$ cat config.mk
export PLATFORM = sky130hd
export DESIGN_NAME = sm3_round_ctrl
export DESIGN_NICKNAME = d
export VERILOG_FILES = /design/src/rtl/sm3_round_ctrl.sv
export SDC_FILE = /design/constraint.sdc
export NUM_CORES = 2
export LEC_CHECK = 0
export ABC_CLOCK_PERIOD_IN_PS = 13530
export CORE_MARGIN = 2
export CORE_UTILIZATION = 60
export CTS_CLUSTER_SIZE = 16
export DETAILED_ROUTE_END_ITERATION = 8
export PLACE_DENSITY = 0.87
export SYNTH_ARGS = -nofsm -noshare
export SYNTH_HDL_FRONTEND = slang
export SYNTH_SLANG_ARGS = --single-unit
$ cat constraint.sdc
create_clock -name input_clk -period 13.53 [get_ports input_clk]
set_input_delay 1.353 -clock input_clk [delete_from_list [all_inputs] [get_ports input_clk]]
set_output_delay 1.353 -clock input_clk [all_outputs]
set_load 0.05 [all_outputs]
$ cat src/rtl/sm3_round_ctrl.sv
// sm3_round_ctrl: sequences the 64 SM3 compression rounds for one block and
// produces V(i+1) = ABCDEFGH ^ V(i) with a valid/ready handshake.
`default_nettype none

module sm3_ff_j (
  input  logic [5:0]  i_j,
  input  logic [31:0] i_x,
  input  logic [31:0] i_y,
  input  logic [31:0] i_z,
  output logic [31:0] o_ff
);
  assign o_ff = (i_j < 6'd16) ? (i_x ^ i_y ^ i_z)
                              : ((i_x & i_y) | (i_x & i_z) | (i_y & i_z));
endmodule

module sm3_round_ctrl #(
  parameter logic [31:0] T_LOW  = 32'h79cc4519,
  parameter logic [31:0] T_HIGH = 32'h7a879d8a
) (
  input  logic         input_clk,
  input  logic         input_rst_n,
  input  logic         input_start_valid,
  output logic         output_start_ready,
  input  logic [0:255] input_V,
  output logic [0:5]   output_round_index,
  output logic         output_round_active,
  input  logic [0:31]  input_W,
  input  logic [0:31]  input_W1,
  output logic [0:255] output_hash,
  output logic         output_hash_valid,
  input  logic         input_hash_ready,
  output logic         output_busy
);

  localparam int NUM_ROUNDS = 64;
  localparam logic [5:0] LAST_ROUND = 6'(NUM_ROUNDS - 1);

  typedef enum logic [1:0] {
    S_IDLE  = 2'd0,
    S_ROUND = 2'd1,
    S_FINAL = 2'd2,
    S_DONE  = 2'd3
  } state_t;

  state_t       r_state;
  logic [31:0]  r_a, r_b, r_c, r_d, r_e, r_f, r_g, r_h;
  logic [0:255] r_v;
  logic [0:255] r_hash;
  logic [5:0]   r_j;
  logic         r_hash_valid;
  logic         r_round_active;
  logic         r_busy;
  logic         r_start_ready;

  function automatic logic [31:0] rotl(input logic [31:0] x, input logic [4:0] n);
    logic [63:0] w_tmp;
    w_tmp = {x, x} << n;
    return w_tmp[63:32];
  endfunction

  logic [31:0] w_t, w_a12, w_ss1, w_ss2, w_ff, w_gg, w_tt1, w_tt2, w_p0;
  logic [31:0] w_w, w_w1;

  assign w_w   = input_W;
  assign w_w1  = input_W1;
  assign w_t   = (r_j < 6'd16) ? T_LOW : T_HIGH;
  assign w_a12 = rotl(r_a, 5'd12);
  assign w_ss1 = rotl(w_a12 + r_e + rotl(w_t, r_j[4:0]), 5'd7);
  assign w_ss2 = w_ss1 ^ w_a12;
  assign w_gg  = (r_j < 6'd16) ? (r_e ^ r_f ^ r_g) : ((r_e & r_f) | (~r_e & r_g));
  assign w_tt1 = w_ff + r_d + w_ss2 + w_w1;
  assign w_tt2 = w_gg + r_h + w_ss1 + w_w;
  assign w_p0  = w_tt2 ^ rotl(w_tt2, 5'd9) ^ rotl(w_tt2, 5'd17);

  sm3_ff_j u_ff (
    .i_j  (r_j),
    .i_x  (r_a),
    .i_y  (r_b),
    .i_z  (r_c),
    .o_ff (w_ff)
  );

  always_ff @(posedge input_clk or negedge input_rst_n) begin
    if (!input_rst_n) begin
      r_state        <= S_IDLE;
      r_a            <= '0;
      r_b            <= '0;
      r_c            <= '0;
      r_d            <= '0;
      r_e            <= '0;
      r_f            <= '0;
      r_g            <= '0;
      r_h            <= '0;
      r_v            <= '0;
      r_hash         <= '0;
      r_j            <= '0;
      r_hash_valid   <= 1'b0;
      r_round_active <= 1'b0;
      r_busy         <= 1'b0;
      r_start_ready  <= 1'b0;
    end else begin
      case (r_state)
        S_IDLE: begin
          // Ready only rises on the first edge after reset release.
          if (r_start_ready && input_start_valid) begin
            {r_a, r_b, r_c, r_d, r_e, r_f, r_g, r_h} <= input_V;
            r_v            <= input_V;
            r_j            <= '0;
            r_state        <= S_ROUND;
            r_start_ready  <= 1'b0;
            r_busy         <= 1'b1;
            r_round_active <= 1'b1;
          end else begin
            r_start_ready  <= 1'b1;
          end
        end
        S_ROUND: begin
          r_d <= r_c;
          r_c <= rotl(r_b, 5'd9);
          r_b <= r_a;
          r_a <= w_tt1;
          r_h <= r_g;
          r_g <= rotl(r_f, 5'd19);
          r_f <= r_e;
          r_e <= w_p0;
          if (r_j == LAST_ROUND) begin
            r_state        <= S_FINAL;
            r_round_active <= 1'b0;
          end else begin
            r_j <= r_j + 6'd1;
          end
        end
        S_FINAL: begin
          r_hash       <= {r_a, r_b, r_c, r_d, r_e, r_f, r_g, r_h} ^ r_v;
          r_hash_valid <= 1'b1;
          r_state      <= S_DONE;
        end
        S_DONE: begin
          if (input_hash_ready) begin
            r_hash_valid  <= 1'b0;
            r_state       <= S_IDLE;
            r_busy        <= 1'b0;
            r_start_ready <= 1'b1;
          end
        end
        default: begin
          r_state        <= S_IDLE;
          r_busy         <= 1'b0;
          r_round_active <= 1'b0;
          r_hash_valid   <= 1'b0;
          r_start_ready  <= 1'b1;
        end
      endcase
    end
  end

  assign output_start_ready  = r_start_ready;
  assign output_round_index  = r_j;
  assign output_round_active = r_round_active;
  assign output_hash         = r_hash;
  assign output_hash_valid   = r_hash_valid;
  assign output_busy         = r_busy;

endmodule

`default_nettype wire

==> run metrics <==
RD Place Congestion=1.08; Seq cells post-synth=between 700 and 800; hold buffers post-CTS=0; Reg2Reg Setup Slack=3.71 ns; largest delay contributor family on the critical path=compound AO/OA/AOI/OAI gates; CP most frequent cell=a21oi_1; clk sinks=slightly below 800; HP Start=r_v[234]$_DFFE_PN0P_; DRT antenna net count=0; Tot GR Track Use=0.470; TritonCTS buffer count=between 80 and 90; DRC=0; Filler Cell Count=a little over 5,000; TNS Setup=0 ns; drt wl/cell=about 28 um; Yosys warnings=0; Startpoint Class=flop; routed via count=a little over 40,000; I/O Buffers=just under 600; WP data arrival=10.32 ns; Die Ht=281 um; Period Utilization, post-route=0.726; Compound-Gate Fraction of Synth Area=0.128; Setup Viol. Count Final=0; hold_ws=a little under 0.5 ns; core region area=between 70,000 and 80,000 sq um; RSZ-0062 raised after global routing=no; Worst Path Buf+Inv=4; Die W=~280 um; Synth top area share=0.424; Post-Syn Instances=5,076; Final Hold Viols=0; Crit Path Class=flop to flop; sequential share of the synthesized area=0.424; Slew @ Worst Pin=approximately 1.1 ns; Yosys top cell by area=dfrtp_1; mux cell area share after synthesis=0.0605; ys async rst share=1.00; Syn Std Cell Area=46,000 sq um; min Tclk post-route=9.82 ns; H-tree depth=3; I/O pin count=590; Max Fclk=102 MHz; first-pass GRT wire length=268,000 um; Worst Skew=~0.06 ns; Hold Crit Class=flop to flop; most frequent cell after synthesis=nand2_1; total grt overflow=0; DR pass1 iterations=7; pin count of the biggest net entering global routing=roughly 110; Final Max Slew Viols=0; initial core utilization=0.606; dpl hpwl=138,000 um; nets@finish=between 6,000 and 7,000; Critical R2R Capture=r_a[28]$_DFFE_PN0P_; clock transition at the registers of the reported paths=0.06 ns; Synthesized Nets=between 5,000 and 6,000; ranking of synthesized cells by area=dfrtp_1, fa_1, nand2_1; Mean Syn Cell Area=9.07 sq um; postcts setup bufs=0; WP data required=between 10 and 15 ns; DRT iter0 DRCs=4,714; placed cells=between 6,000 and 7,000; worst r2r src=output_round_index[0]$_DFFE_PN0P_; post-synthesis xor/xnor area fraction=0.0851; depth of the worst hold-timing path=2; pre-CTS setup slack=between 3 and 4 ns; std cell rows=a little over 100; CP max stage delay=0.75 ns; Max-cap violations=0; main combinational cell family by area after synthesis=simple AND/OR/NAND/NOR gates; DR vias/cell=6.26; Min-Delay Endpoint=r_v[234]$_DFFE_PN0P_; die area=between 70,000 and 80,000 sq um; Syn-to-layout area delta=20.5%; Synth cell types=83; Root Buffer Master=clkbuf_16; wirelength, routed=186,000 um; slowest stage cell, crit path=o41ai_1; vias in the first global route=roughly 41,000; R2R cell count=37; CTS tree=yes; clock latency at the later pin of the worst-skew pair=around 0.67 ns; Post-synth EDFFs=0; simple-gate area share of the yosys netlist=0.149; most used flip-flop cell after synthesis=dfrtp_1; status=finished clean; initial antenna violation count=15; Clock Path Buffers=3; final worst slack=~3.7 ns; Max-slew headroom=0.233; crit-path max FO=30; layout cells sized above 1=0.0458; final std cells w/o fill=between 6,000 and 7,000; Critical Path End Type=flop; adder-cell share of the synthesized area=0.110; Post-CTS Resized=0; top cells by count, synth=nand2_1, dfrtp_1, a21oi_1, nor2_1, xnor2_1
[cell usage in the layout (no fill, tap or decap), drive strengths merged, types with 39 or more instances in the layout]
master         instances
nor3                  56
inv                  233
a21oi                629
dfrtp                780
nand2                926
clkdlybuf4s50        588
buf                   60
xor2                  61
nand3                 55
o21ai                165
a21o                  39
xnor2                373
nor2                 586
a31oi                 40
mux2i                257
fa                   188
clkbuf               107
ha                   103
[metrics by stage]
stage	instance area [sq um]	utilization
floorplan	46000	-
global placement	52600	0.693
detailed placement	52600	0.693
CTS	55400	0.730
global route	55500	0.730
finish	55500	0.730
[tightest hold or removal path: stages (launching register included)]
cell and delay [ns]:
dfrtp_1 0.35, nand2_1 0.05, nand2_1 0.06
[per-layer routing]
metal  GRT usage  up-vias  wire (um)
li1            -    17600          -
met1       0.554    20200      64200
met2       0.736     2744      85200
met3       0.102      810      17300
met4       0.397        4      19200
met5           0        -         23
[logic make-up after synthesis]
group / count (synthesis)
adder cells (fa/ha/maj): 291
AND/OR/NAND/NOR: 1723
multiplexers: 276
AO/OA/AOI/OAI: 1035
buffers and inverters: 534
flip-flops: 780
XOR/XNOR: 437
[area by class of cell]
class	count	area, sq um	share of cell area
Multi-Input combinational cell	3762	24600	0.443
Clock buffer	107	2260	0.0408
Inverter	233	877	0.0158
Timing Repair Buffer	648	6340	0.114
Tap cell	1030	1290	0.0232
Antenna cell	14	35.0	0.000632
Sequential cell	780	19500	0.352
Clock inverter	38	557	0.0100
[worst max path at each step]
stage / startpoint / to / slack [ns] / cells past startpoint
after global routing: output_round_index[0]$_DFFE_PN0P_ / r_a[28]$_DFFE_PN0P_ / 3.04 / 37
after detailed placement: output_round_index[0]$_DFFE_PN0P_ / r_a[28]$_DFFE_PN0P_ / 3.93 / 37
final: output_round_index[0]$_DFFE_PN0P_ / r_a[28]$_DFFE_PN0P_ / 3.71 / 37
after CTS: output_round_index[0]$_DFFE_PN0P_ / r_a[28]$_DFFE_PN0P_ / 3.83 / 37
after global placement: output_round_index[0]$_DFFE_PN0P_ / r_a[28]$_DFFE_PN0P_ / 4.06 / 37
after floorplan: output_round_index[1]$_DFFE_PN0P_ / r_a[31]$_DFFE_PN0P_ / 3.99 / 43
Power is left out: the tool's default activity adds up to more than one toggle a clock period on the data nets, which glitch-free logic cannot reach.
